**src/rtl/sequential_subtractor.sv**
```systemverilog
`default_nettype none
// ============================================================================
// sequential_subtractor: chunk-serial a - b with borrow chain, start/done handshake
// Revision: 1.0
// ============================================================================
module sequential_subtractor #(
  parameter int WIDTH = 32,
  parameter int CHUNK = 8
) (
  input  logic             clk,
  input  logic             rst_n,
  input  logic             start,
  input  logic [WIDTH-1:0] a,
  input  logic [WIDTH-1:0] b,
  output logic [WIDTH-1:0] res,
  output logic             borrow,
  output logic             overflow,
  output logic             busy,
  output logic             done
);

  localparam int NCHUNK = WIDTH / CHUNK;
  localparam int IDXW   = (NCHUNK > 1) ? $clog2(NCHUNK) : 1;
  localparam logic [IDXW-1:0] LAST_IDX = IDXW'(NCHUNK - 1);

  typedef enum logic [1:0] {
    IDLE = 2'd0,
    SUB  = 2'd1,
    DONE = 2'd2
  } state_t;

  state_t state;
  state_t state_nxt;

  logic [WIDTH-1:0] a_op;
  logic [WIDTH-1:0] b_op;
  logic [WIDTH-1:0] acc;
  logic             borrow_chain;
  logic [IDXW-1:0]  idx;

  logic             accept;
  logic             last;
  logic [CHUNK:0]   diff;
  logic [WIDTH+CHUNK-1:0] acc_cat;
  logic [WIDTH-1:0] acc_nxt;
  logic             ovf_nxt;

  // Operands shift right each cycle so chunk idx is always in the low bits;
  // the accumulator fills from the top so chunk idx lands at idx*CHUNK.
  assign diff    = {1'b0, a_op[CHUNK-1:0]} - {1'b0, b_op[CHUNK-1:0]}
                 - {{CHUNK{1'b0}}, borrow_chain};
  assign acc_cat = {diff[CHUNK-1:0], acc};
  assign acc_nxt = acc_cat[WIDTH+CHUNK-1:CHUNK];
  assign ovf_nxt = (a_op[CHUNK-1] != b_op[CHUNK-1]) && (diff[CHUNK-1] != a_op[CHUNK-1]);

  always_ff @(posedge clk or negedge rst_n) begin
    if (!rst_n) begin
      state <= IDLE;
    end else begin
      state <= state_nxt;
    end
  end

  always_comb begin
    state_nxt = state;
    accept    = 1'b0;
    last      = 1'b0;
    busy      = 1'b0;
    done      = 1'b0;
    case (state)
      IDLE: begin
        if (start) begin
          accept    = 1'b1;
          state_nxt = SUB;
        end
      end
      SUB: begin
        busy = 1'b1;
        if (idx == LAST_IDX) begin
          last      = 1'b1;
          state_nxt = DONE;
        end
      end
      DONE: begin
        done = 1'b1;
        if (start) begin
          accept    = 1'b1;
          state_nxt = SUB;
        end else begin
          state_nxt = IDLE;
        end
      end
      default: state_nxt = IDLE;
    endcase
  end

  always_ff @(posedge clk or negedge rst_n) begin
    if (!rst_n) begin
      a_op         <= '0;
      b_op         <= '0;
      acc          <= '0;
      borrow_chain <= 1'b0;
      idx          <= '0;
      res          <= '0;
      borrow       <= 1'b0;
      overflow     <= 1'b0;
    end else if (accept) begin
      a_op         <= a;
      b_op         <= b;
      acc          <= '0;
      borrow_chain <= 1'b0;
      idx          <= '0;
    end else if (busy) begin
      a_op         <= a_op >> CHUNK;
      b_op         <= b_op >> CHUNK;
      acc          <= acc_nxt;
      borrow_chain <= diff[CHUNK];
      idx          <= idx + 1'b1;
      if (last) begin
        res      <= acc_nxt;
        borrow   <= diff[CHUNK];
        overflow <= ovf_nxt;
      end
    end
  end

endmodule
`default_nettype wire
```
**config.mk**
```make
export PLATFORM = sky130hd
export DESIGN_NAME = sequential_subtractor
export DESIGN_NICKNAME = d
export VERILOG_FILES = /design/src/rtl/sequential_subtractor.sv
export SDC_FILE = /design/constraint.sdc
export NUM_CORES = 1
export LEC_CHECK = 0
export BUFFER_PORTS_ARGS = -buffer_cell sky130_fd_sc_hd__buf_2
export CAP_MARGIN = 25
export CORE_ASPECT_RATIO = 1.1
export CORE_MARGIN = 2
export CORE_UTILIZATION = 55
export CTS_BUF_LIST = sky130_fd_sc_hd__clkbuf_8
export DETAILED_ROUTE_END_ITERATION = 10
export PLACE_DENSITY = 0.79
export SKIP_LAST_GASP = 1
export SLEW_MARGIN = 20
export SYNTH_ARGS = -nofsm -noshare
export SYNTH_HDL_FRONTEND = slang
export SYNTH_SLANG_ARGS = --single-unit
```
**constraint.sdc**
```tcl
create_clock -name clk -period 3.5 [get_ports clk]
set_input_delay 0.525 -clock clk [delete_from_list [all_inputs] [get_ports clk]]
set_output_delay 0.525 -clock clk [all_outputs]
set_load 0.02 [all_outputs]
```
==> results summary <==
The mean cell area of the mapped netlist came out at 11.8 µm². The floorplan has 37 rows. The design area came out at ~6500 µm². Synthesis produced approximately 460 cells.

The via count of the first global-routing pass is 3910. The average wire length per cell after detail routing is 16.0 µm. The endpoint required time on the critical path is between 2 and 3 ns. The count of flip-flops with a built-in enable after synthesis came out at 0. The largest fanout on the critical path is 28. The number of inserted diodes is 0.

Setup repair after global routing left no endpoint under its margin. The number of antenna violations at the first check in global routing is 0. The count of cells resized by post-cts repair is 0. The cell at the root of the clock tree is sky130_fd_sc_hd__clkbuf_8.

Summing the sequential cell areas from Yosys gives 58.9% of the chip area. The fraction of the core area covered by cells at the end of the flow is roughly 70%. The worst clock skew is around 0.0075 ns. The design internal power is around 4400 µW.

In the final layout, the share of cells above drive strength 1 is a little under a third. The clock tree from TritonCTS is yes. The routed layout has about 3800 vias. The H-tree was split into 4 levels. The worst setup path is of the flop to output port kind. The distinct cell type count of the synthesized netlist is 37. Clock latency on the worst-skew pair, taken at its later pin, is 0.43 ns. The origin of the critical flop-to-flop path is a_op[0]. Summing internal, switching and leakage power gives between 7000 and 8000 µW. After floorplanning, the core was sized to cover between 9000 and 10000 µm². The number of detailed-route iterations in the first pass is 5. The worst setup slack for register-to-register paths is 1.04 ns. The leading register cell type out of synthesis is sky130_fd_sc_hd__dfrtp_1. After synthesis, the cell types taking the most area are sky130_fd_sc_hd__dfrtp_1 59%, sky130_fd_sc_hd__a22o_1 6.5%, sky130_fd_sc_hd__mux2_2 6.3%. The buffer count from post-CTS setup fixing came out at 0. The worst setup path is captured at an output port. The worst-case IR drop observed on VDD is 0.000454 V. The vertical extent of the die came out at roughly 110 µm. The final critical delay including setup and external delays came out at roughly 2.6 ns. The routability congestion estimate from global placement came out at 0.809.

The placed instance area is roughly 6000 µm². The master of the slowest instance on the critical path is sky130_fd_sc_hd__inv_2. The top-level port count came out at between 100 and 150. After synthesis, the most frequently instantiated cells are 127 x sky130_fd_sc_hd__dfrtp_1, 89 x sky130_fd_sc_hd__nand2_1, 40 x sky130_fd_sc_hd__a22o_1, 40 x sky130_fd_sc_hd__a22oi_1, 30 x sky130_fd_sc_hd__mux2_2.

The share of flip-flops with an asynchronous set or reset came out at 100%. The average via count per standard cell is around 5.6. The synthesized design spends more area on one cell type than any other, namely sky130_fd_sc_hd__dfrtp_1.

The total power divided by cell area came out at 1120 nW/µm². The final total negative setup slack came out at 0 ns. The hold violation total from the final report came to 0. On the worst path, the slowest cell contributes a delay of between 0.4 and 0.5 ns. The initial core utilization is roughly 57%.

In the finished design, the share of the clock period the worst path needs comes to 75.4%. The horizontal die dimension came out at 98.5 µm. The clock sink count came out at approximately 130.

The worst flop-to-flop path endpoint is res[30]. The quantity of hold-fixing buffers added after cts came out at 0. After clock tree synthesis, the clock-pin slew on the worst setup and hold paths is 0.07 ns. The flow ran to the end, and the final reports show no timing, DRC or antenna violations. The sequential group share of total power came out at about a third. The number of storage elements in the synthesis netlist came out at around 130. Wires add up to about 11 mm. In this run, the number of DRC markers left after iteration 0 of detailed routing was 156. The overall overflow remaining after global route is 0. The post-synthesis instance area came out at ~5400 µm².

The critical path buffer and inverter count came out at 3. The count of final setup violators is 0. Yosys instantiated no cell more often than sky130_fd_sc_hd__dfrtp_1. Per report_power, the clock group accounts for 19.3% of the total.

The switching power came out at 2870 µW. The transition time at the pin with the least slew margin is ~0.88 ns. The synthesis-to-finish area growth came out at 19.5%. The power share of the combinational group came out at 45.9%. The count of buffers inserted at the top-level ports came out at approximately 100. The max-capacitance violation count came out at 0. In this run the biggest area consumer among cell types represents just under 60% of the synthesized area.

The die covers approximately 11000 µm². The maximum frequency from static timing analysis is 0.379 GHz. The post-DP HPWL is between 7 and 8 mm. The clock tree buffer depth is 2. The global-route wire length before repair is 18.9 mm.

The share of total power consumed by net switching is roughly two fifths. The signal on the critical path passes through nand2b_1, inv_2, buf_4, buf_2. The count of nets after finishing is 641. After detailed routing, the number of remaining DRC violations is 0. The path class of the tightest hold or removal check is primary input to asynchronous set/reset pin. The net count after synthesis came out at roughly 540. The critical path arrival came out at approximately 2.1 ns.

The static leakage came out at 0.00329 µW. For this run, the number of Yosys warnings is 0. The pin count of the biggest net entering global routing is between 100 and 150. The number of slew-limit violations in the final report came out at 0. The top cell family by delay on the critical path is buffers and inverters. The worst relative slew slack is between 40% and 50%. The worst setup path is launched from a flop.

The antenna violation net count after detailed routing is 0. Counting cells, the worst reg-to-reg path comes to 7. In the global route stage, overall resource usage came out at between 20% and 30%. The number of buffers created by CTS came out at 17.
final cells by class:
cell class	count	area, µm²
clock inverter	13	185
timing repair buffer	109	582
fill	718	2990
sequential	127	3180
clock buffer	19	262
tap	117	146
multi-input combinational	278	2010
inverter	24	90.1
cell usage in the layout, fill, tap and decap left out, drive strengths merged, types with 2 or more instances in the layout:
cell type	netlist	final
dfrtp	127	127
buf	19	109
nand2	91	91
a22oi	40	40
a22o	40	40
mux2	30	30
inv	23	25
clkbuf	10	19
ha	15	15
nor3	9	9
a221o	9	9
o21ai	6	6
clkinvlp	0	5
nand2b	4	4
bufinv	0	4
a21oi	4	4
nor2	4	4
nor2b	4	4
xor2	3	3
o211ai	3	3
xnor2	3	3
clkinv	1	3
o31ai	2	2
fa	2	2
power groups by stage:
stage | registers [µW] | logic, µW | clock network (µW)
6_report | 2510 | 3320 | 1400
4_1_cts | 2510 | 3340 | 1420
5_1_grt | 2590 | 3720 | 1490
3_5_place_dp | 2530 | 3320 | 0
3_3_place_gp | 2500 | 3180 | 0
2_1_floorplan | 2670 | 2320 | 0
worst max path at each step:
stage          startpoint      endpoint  slack [ns]  depth (start not counted)
2_1_floorplan     a_op[0]       res[30]        1.23                          7
3_3_place_gp      a_op[0]       res[30]        1.15                          7
3_5_place_dp      a_op[0]  borrow_chain        1.06                          7
4_1_cts          state[1]          busy        0.83                          4
5_1_grt          state[1]          busy        0.72                          4
6_report         state[1]          busy        0.86                          4
worst reg2reg max path, stage by stage (launching register included):
cell	delay [ns]
sky130_fd_sc_hd__dfrtp_1	0.41
sky130_fd_sc_hd__fa_1	0.48
sky130_fd_sc_hd__fa_1	0.41
sky130_fd_sc_hd__nand2b_1	0.16
sky130_fd_sc_hd__a21oi_1	0.26
sky130_fd_sc_hd__o21ai_0	0.17
sky130_fd_sc_hd__xor2_1	0.17
sky130_fd_sc_hd__mux2_2	0.27
kinds of logic after synthesis:
group	Yosys count	synth area share (%)
multiplexers	31	6.44
AO/OA/AOI/OAI	109	16.3
buffers and inverters	53	4.22
XOR/XNOR	6	0.973
flip-flops	127	58.9
adder cells (fa/ha/maj)	17	4.22
AND/OR/NAND/NOR	115	9.01
stage by stage:
stage | hold slack [ns] | setup slack, ns | cells
after floorplan | 0.229 | 1.23 | 458
after global placement | 0.458 | 1.15 | 655
after detailed placement | 0.463 | 1.06 | 655
after CTS | 0.216 | 0.830 | 687
after global routing | 0.263 | 0.724 | 687
final | 0.196 | 0.861 | 687
sequential cells by signal, summed over array words and instances, names as in the netlist:
register	cells
borrow_chain	1
state	2
acc	24
idx	2
b_op	32
borrow	1
a_op	32
res	32
overflow	1
layer usage:
layer | vias to the layer above | GRT usage (%) | routed length (µm)
met1 | 1874 | 30.3 | 4720
met3 | 10 | 6.56 | 703
met5 | - | 0 | 0
li1 | 1824 | - | -
met2 | 126 | 34.5 | 5420
met4 | 0 | 7.14 | 122
No activity file was read; power rests on OpenSTA's default activity.
